`src/rtl/uart_frame_parser_if.sv`:
```
// ============================================================================
// Module   : uart_frame_parser_if
// Brief    : Byte-stream, frame-hold and error-strobe bundle of uart_frame_parser.
// Revision : 1.0
// ============================================================================
`default_nettype none

interface uart_frame_parser_if;
    logic [7:0] rx_data;
    logic       rx_data_ready;
    logic       rx_endofpacket;
    logic       frm_valid;
    logic       frm_ack;
    logic [7:0] frm_cmd;
    logic [7:0] frm_len;
    logic [7:0] frm_rd_addr;
    logic [7:0] frm_rd_data;
    logic       err_chk;
    logic       err_len;
    logic       err_abort;
    logic       err_ovf;

    modport master (
        output rx_data, rx_data_ready, rx_endofpacket, frm_ack, frm_rd_addr,
        input  frm_valid, frm_cmd, frm_len, frm_rd_data,
        input  err_chk, err_len, err_abort, err_ovf
    );

    modport slave (
        input  rx_data, rx_data_ready, rx_endofpacket, frm_ack, frm_rd_addr,
        output frm_valid, frm_cmd, frm_len, frm_rd_data,
        output err_chk, err_len, err_abort, err_ovf
    );
endinterface

`default_nettype wire

```
`src/rtl/uart_frame_parser.sv`:
```
// ============================================================================
// Module   : uart_frame_parser
// Brief    : Parses SYNC/CMD/LEN/payload[/CHK] frames and holds one frame for a consumer.
//            Define UART_FRAME_PARSER_CHECKSUM_EN to require the trailing XOR check byte.
// Revision : 1.0
// ============================================================================
`default_nettype none

module uart_frame_parser #(
    parameter logic [7:0] SYNC_BYTE = 8'hA5,
    parameter int         MAX_LEN   = 16
) (
    input  wire logic          clk,
    input  wire logic          rst,
    uart_frame_parser_if.slave bus
);

    localparam int         c_AW      = (MAX_LEN > 1) ? $clog2(MAX_LEN) : 1;
    localparam int         c_DEPTH   = 1 << c_AW;
    localparam logic [8:0] c_MAX_LEN = 9'(MAX_LEN);

    localparam logic [2:0] S_IDLE    = 3'd0;
    localparam logic [2:0] S_CMD     = 3'd1;
    localparam logic [2:0] S_LEN     = 3'd2;
    localparam logic [2:0] S_PAYLOAD = 3'd3;
    localparam logic [2:0] S_HOLD    = 3'd5;
`ifdef UART_FRAME_PARSER_CHECKSUM_EN
    localparam logic [2:0] S_CHK     = 3'd4;
    localparam logic [2:0] c_DONE    = S_CHK;
`else
    localparam logic [2:0] c_DONE    = S_HOLD;
`endif

    logic [2:0] r_state;
    logic [7:0] r_cmd;
    logic [7:0] r_len;
    logic [7:0] r_idx;
    logic [7:0] r_rd_data;
    logic       r_err_len;
    logic       r_err_abort;
    logic       r_err_ovf;
    logic [7:0] r_mem [0:c_DEPTH-1];
`ifdef UART_FRAME_PARSER_CHECKSUM_EN
    logic [7:0] r_xor;
    logic       r_err_chk;
`endif

    logic [7:0] w_idx_nxt;
    logic       w_in_frame;
    logic       w_wr_en;

    assign w_idx_nxt  = r_idx + 8'd1;
    assign w_in_frame = (r_state == S_CMD) || (r_state == S_LEN) ||
                        (r_state == S_PAYLOAD)
`ifdef UART_FRAME_PARSER_CHECKSUM_EN
                        || (r_state == S_CHK)
`endif
                        ;
    // An end-of-packet coinciding with a byte aborts, so the byte is never written.
    assign w_wr_en    = (r_state == S_PAYLOAD) && bus.rx_data_ready && !bus.rx_endofpacket;

    always_ff @(posedge clk) begin
        if (rst) begin
            r_state     <= S_IDLE;
            r_cmd       <= 8'h00;
            r_len       <= 8'h00;
            r_idx       <= 8'h00;
            r_err_len   <= 1'b0;
            r_err_abort <= 1'b0;
            r_err_ovf   <= 1'b0;
`ifdef UART_FRAME_PARSER_CHECKSUM_EN
            r_xor       <= 8'h00;
            r_err_chk   <= 1'b0;
`endif
        end else begin
            r_err_len   <= 1'b0;
            r_err_abort <= 1'b0;
            r_err_ovf   <= 1'b0;
`ifdef UART_FRAME_PARSER_CHECKSUM_EN
            r_err_chk   <= 1'b0;
`endif
            if (w_in_frame && bus.rx_endofpacket) begin
                r_err_abort <= 1'b1;
                r_state     <= S_IDLE;
            end else begin
                case (r_state)
                    S_IDLE: begin
                        if (bus.rx_data_ready && (bus.rx_data == SYNC_BYTE))
                            r_state <= S_CMD;
                    end
                    S_CMD: begin
                        if (bus.rx_data_ready) begin
                            r_cmd   <= bus.rx_data;
`ifdef UART_FRAME_PARSER_CHECKSUM_EN
                            r_xor   <= bus.rx_data;
`endif
                            r_state <= S_LEN;
                        end
                    end
                    S_LEN: begin
                        if (bus.rx_data_ready) begin
                            if ({1'b0, bus.rx_data} > c_MAX_LEN) begin
                                r_err_len <= 1'b1;
                                r_state   <= S_IDLE;
                            end else begin
                                r_len   <= bus.rx_data;
                                r_idx   <= 8'h00;
`ifdef UART_FRAME_PARSER_CHECKSUM_EN
                                r_xor   <= r_xor ^ bus.rx_data;
`endif
                                r_state <= (bus.rx_data == 8'h00) ? c_DONE : S_PAYLOAD;
                            end
                        end
                    end
                    S_PAYLOAD: begin
                        if (bus.rx_data_ready) begin
                            r_idx <= w_idx_nxt;
`ifdef UART_FRAME_PARSER_CHECKSUM_EN
                            r_xor <= r_xor ^ bus.rx_data;
`endif
                            if (w_idx_nxt == r_len)
                                r_state <= c_DONE;
                        end
                    end
`ifdef UART_FRAME_PARSER_CHECKSUM_EN
                    S_CHK: begin
                        if (bus.rx_data_ready) begin
                            if (bus.rx_data == r_xor) begin
                                r_state <= S_HOLD;
                            end else begin
                                r_err_chk <= 1'b1;
                                r_state   <= S_IDLE;
                            end
                        end
                    end
`endif
                    S_HOLD: begin
                        // The held frame is never overwritten; late bytes are only reported.
                        if (bus.rx_data_ready)
                            r_err_ovf <= 1'b1;
                        if (bus.frm_ack)
                            r_state <= S_IDLE;
                    end
                    default: r_state <= S_IDLE;
                endcase
            end
        end
    end

    always_ff @(posedge clk) begin
        if (w_wr_en)
            r_mem[r_idx[c_AW-1:0]] <= bus.rx_data;
    end

    always_ff @(posedge clk) begin
        if (rst)
            r_rd_data <= 8'h00;
        else if ({1'b0, bus.frm_rd_addr} < c_MAX_LEN)
            r_rd_data <= r_mem[bus.frm_rd_addr[c_AW-1:0]];
        else
            r_rd_data <= 8'h00;
    end

    assign bus.frm_valid   = (r_state == S_HOLD);
    assign bus.frm_cmd     = r_cmd;
    assign bus.frm_len     = r_len;
    assign bus.frm_rd_data = r_rd_data;
    assign bus.err_len     = r_err_len;
    assign bus.err_abort   = r_err_abort;
    assign bus.err_ovf     = r_err_ovf;
`ifdef UART_FRAME_PARSER_CHECKSUM_EN
    assign bus.err_chk     = r_err_chk;
`else
    assign bus.err_chk     = 1'b0;
`endif

endmodule

`default_nettype wire

```
`src/flat_wrapper.sv`:
```
// flat-port wrapper written by rule: the top's interface ports become plain ports
module uart_frame_parser_flat 
#(
    parameter logic [7:0] SYNC_BYTE = 8'hA5,
    parameter int         MAX_LEN   = 16
)
  (clk, rst, bus_rx_data, bus_rx_data_ready, bus_rx_endofpacket, bus_frm_ack, bus_frm_rd_addr, bus_frm_valid, bus_frm_cmd, bus_frm_len, bus_frm_rd_data, bus_err_chk, bus_err_len, bus_err_abort, bus_err_ovf);
  uart_frame_parser_if bus_i ();
  input  wire logic clk;
  input  wire logic rst;
  input wire logic [$bits(bus_i.rx_data)-1:0] bus_rx_data;
  input wire logic [$bits(bus_i.rx_data_ready)-1:0] bus_rx_data_ready;
  input wire logic [$bits(bus_i.rx_endofpacket)-1:0] bus_rx_endofpacket;
  input wire logic [$bits(bus_i.frm_ack)-1:0] bus_frm_ack;
  input wire logic [$bits(bus_i.frm_rd_addr)-1:0] bus_frm_rd_addr;
  output wire logic [$bits(bus_i.frm_valid)-1:0] bus_frm_valid;
  output wire logic [$bits(bus_i.frm_cmd)-1:0] bus_frm_cmd;
  output wire logic [$bits(bus_i.frm_len)-1:0] bus_frm_len;
  output wire logic [$bits(bus_i.frm_rd_data)-1:0] bus_frm_rd_data;
  output wire logic [$bits(bus_i.err_chk)-1:0] bus_err_chk;
  output wire logic [$bits(bus_i.err_len)-1:0] bus_err_len;
  output wire logic [$bits(bus_i.err_abort)-1:0] bus_err_abort;
  output wire logic [$bits(bus_i.err_ovf)-1:0] bus_err_ovf;
  assign bus_i.rx_data = bus_rx_data;
  assign bus_i.rx_data_ready = bus_rx_data_ready;
  assign bus_i.rx_endofpacket = bus_rx_endofpacket;
  assign bus_i.frm_ack = bus_frm_ack;
  assign bus_i.frm_rd_addr = bus_frm_rd_addr;
  assign bus_frm_valid = bus_i.frm_valid;
  assign bus_frm_cmd = bus_i.frm_cmd;
  assign bus_frm_len = bus_i.frm_len;
  assign bus_frm_rd_data = bus_i.frm_rd_data;
  assign bus_err_chk = bus_i.err_chk;
  assign bus_err_len = bus_i.err_len;
  assign bus_err_abort = bus_i.err_abort;
  assign bus_err_ovf = bus_i.err_ovf;
  uart_frame_parser #(.SYNC_BYTE(SYNC_BYTE), .MAX_LEN(MAX_LEN)) u_core (.clk(clk), .rst(rst), .bus(bus_i));
endmodule
```
`config.mk`:
```
export PLATFORM = sky130hd
export DESIGN_NAME = uart_frame_parser_flat
export DESIGN_NICKNAME = d
export VERILOG_FILES = /design/src/rtl/uart_frame_parser_if.sv /design/src/rtl/uart_frame_parser.sv /design/src/flat_wrapper.sv
export SDC_FILE = /design/constraint.sdc
export NUM_CORES = 1
export LEC_CHECK = 0
export CAP_MARGIN = 20
export CELL_PAD_IN_SITES_DETAIL_PLACEMENT = 1
export CELL_PAD_IN_SITES_GLOBAL_PLACEMENT = 1
export CORE_AREA = 3 3 148 93
export DETAILED_ROUTE_END_ITERATION = 7
export DIE_AREA = 0 0 151 96
export GPL_TIMING_DRIVEN = 0
export PLACE_DENSITY_LB_ADDON = 0.05
export SLEW_MARGIN = 10
export SYNTH_ARGS = -nofsm -noshare
export SYNTH_HDL_FRONTEND = slang
export SYNTH_SLANG_ARGS = --single-unit
```
`constraint.sdc`:
```
create_clock -name clk -period 6.6 [get_ports clk]
set_clock_uncertainty 0.1 [all_clocks]
set_input_delay 0.66 -clock clk [delete_from_list [all_inputs] [get_ports clk]]
set_output_delay 0.66 -clock clk [all_outputs]
set_load 0.1 [all_outputs]
```
==> results by group <==
Outcome
  – Outcome: complete, no violations

Clock network
  – CTS Buffer Depth: 2
  – Clk slew on worst S/H paths: 0.07 ns
  – H-Tree Depth: 4
  – Clock root cell: clkbuf_16
  – TritonCTS Sinks: 166
  – Resized cells post-CTS: 0
  – Num CTS Buffers: 17
  – Setup bufs post-CTS: 0
  – Hold Buf Count CTS: 0
  – Clock Latency Late Sink: 0.42 ns
  – CTS tree: done

Timing
  – Hold_ws: 0.401 ns
  – Setup WS post-layout: 3.40 ns
  – Slew @ Worst Pin: 1.00 ns
  – Final hold violation count: 0
  – Max_slew headroom: 32.9%
  – Period Utilization, post-route: 48.4%
  – Max Freq: 0.313 GHz
  – RSZ-0062 raised after global routing: false
  – Final Max Tran Viols: 0
  – Setup TNS: 0 ns
  – Minimum clock period: 3.20 ns
  – Final setup viols: 0

Min path
  – HP Class: reg -> reg

Placement
  – Placement Setup Slack: 3.10 ns
  – GP Congestion: 0.745
  – HPWL Detailed: 10700 µm
  – Placed cell areas: 7350 µm²
  – Placed Instances: 603
  – Port-buffer cells: 45

Finish
  – Fillers: 1124
  – Layout cells sized above 1: 18.5%
  – Commonest non-fill, non-tap cell in the layout: edfxtp_1
  – Nets: 477
  – Final instance area: 7990 µm²
  – # diodes: 0
  – Filler-free cell count of the finished design: 635
  – Final core area utilization: 63.6%
  – Most frequent cells in the layout: 128 x edfxtp_1, 45 x clkdlybuf4s50_1, 40 x mux4_2
  – Area growth syn-to-layout: 19.5%

Setup path
  – CP endpoint kind: output port
  – Worst setup path end: bus_frm_valid
  – Worst Path Arrival: 2.44 ns
  – Crit path cell chain: buf_2, nor2b_1, nand2_1, inv_1, clkdlybuf4s50_1
  – Worst reg2reg endpoint: u_core.r_mem[4][7]
  – Reg2reg start: u_core.r_state[0]
  – Flop2flop setup slack: 3.77 ns
  – Slowest cell delay on critical path: 1.12 ns
  – WP data required: 5.84 ns
  – Crit path from: u_core.r_state[0]
  – Crit Path Max Fanout: 10
  – Slowest-stage cell, CP: clkdlybuf4s50_1
  – R2R cell count: 6
  – Nature of the critical path startpoint: flop
  – Worst Path Class, Setup: reg -> out

Drt
  – Post-DR vias/cell: 5.85
  – WL per Instance: 24.8 µm
  – Post-Route WL: 15800 µm
  – Total vias in the final route: 3715
  – DRC: 0
  – Starting DRT DRC Count: 382
  – Pre-antenna DRT Iters: 4
  – Antenna Violating Nets Remaining: 0

GRT
  – GR Overflow Total: 0
  – Largest net degree at the start of global routing: 23
  – First-pass GRT wire length: 23900 µm
  – Total GRT Usage: 23.3%
  – Vias in the first global route: 3842
  – Initial antenna violation count: 0

Synth
  – EDFF count, synth: 128
  – Synth Register Bits: 166
  – Synth warn: 0
  – Sequential-to-total area share from yosys stat: 68.8%
  – Post-synth net total: 413
  – Syn avg cell area: 17.2 µm²
  – Post-synthesis cell area: 6690 µm²
  – Post-synth ARST share: 0%
  – Main synth FF type: edfxtp_1
  – Mapped Cells: 388
  – Count of cell types in the netlist: 48

Floorplan
  – Die Span Y: 96 µm
  – Die width: 151 µm
  – Core box area: 12600 µm²
  – Row count: 32
  – Die Area: 14500 µm²
  – I/O pin count: 50
  – Initial Util: 53.2%

Power
  – VDD IR max: 0.181 mV
  – Pwr dens: 306 nW/µm²
  – Leakage: 2.62 nW
  – Power, Total: 2.44 mW

Flow run
  – Maxcap violations: 0
[power breakdown]
part	leakage (nW)	switching, mW	internal [mW]
Sequential	1.46	0.00899	1.14
Combinational	0.857	0.136	0.0835
Clock	0.304	0.432	0.646
Total	2.62	0.578	1.87
[critical path, delay by kind of cell (launching register included)]
family	cells	cell delay (ns)
buffers and inverters	3	1.40
DFF	1	0.30
and+or+nand+nor	2	0.31
[cells by family after synthesis]
kind of cell / count (synthesis) / share of synthesized area (%)
buf+inv: 24 / 1.87
fa+ha+maj: 4 / 0.748
simple gates: 99 / 8.75
flops: 166 / 68.8
compound gates: 30 / 2.90
mux: 53 / 15.4
other cells: 1 / 0.0561
xor+xnor: 11 / 1.44
[how the worst min path moves through the flow]
stage	startpoint	to	slack [ns]	cells after the start
2_1_floorplan	u_core.r_idx[7]	u_core.r_idx[7]	0.37	2
3_3_place_gp	u_core.bus.frm_cmd[3]	u_core.bus.frm_cmd[3]	0.38	2
3_5_place_dp	u_core.bus.frm_cmd[3]	u_core.bus.frm_cmd[3]	0.39	2
4_1_cts	u_core.bus.frm_len[6]	u_core.bus.frm_len[6]	0.41	1
5_1_grt	u_core.bus.frm_len[7]	u_core.bus.frm_len[7]	0.43	1
6_report	u_core.bus.frm_cmd[4]	u_core.bus.frm_cmd[4]	0.40	2
[sequential cells by signal, summed over array words and instances, names as in the netlist]
name	count
u_core.bus.err_len	1
u_core.bus.frm_rd_data	8
u_core.bus.err_ovf	1
u_core.r_idx	8
u_core.bus.err_abort	1
u_core.bus.frm_len	8
u_core.r_mem	128
u_core.bus.frm_cmd	8
u_core.r_state	3
[cells in the mapped netlist (5+ instances only)]
library cell  count  area (µm²)
a21oi_1          10        50.1
and2_1           14        87.6
and3_1            6        37.5
clkbuf_1          7        26.3
dfxtp_1          38         761
edfxtp_1        128        3840
mux2i_1          13         130
mux4_2           40         901
nand3b_1          5        37.5
nor2_1           26        97.6
nor2b_1          13        81.3
nor3b_1           7        52.6
o21ai_0           7        35.0
xnor2_1           6        52.6
xor2_1            5        43.8
[cell type report]
type	count	area, µm²	share of cell area [%]
Timing Repair Buffer	45	450	5.63
Clock inverter	14	211	2.65
Multi-Input combinational cell	198	1960	24.5
Clock buffer	18	429	5.37
Inverter	4	15.0	0.188
Tap cell	170	213	2.66
Buffer	20	110	1.38
Sequential cell	166	4600	57.6
[metal layers]
layer	up-vias	share of wire, %	wire length, µm	GRT usage, %
met5	-	0	0	0
met1	1922	46	7330	35.6
li1	1641	-	-	-
met4	0	0.56	88	3.85
met3	10	7.0	1110	5.22
met2	142	46	7250	35.2
Power figures use the tool's default switching activity.
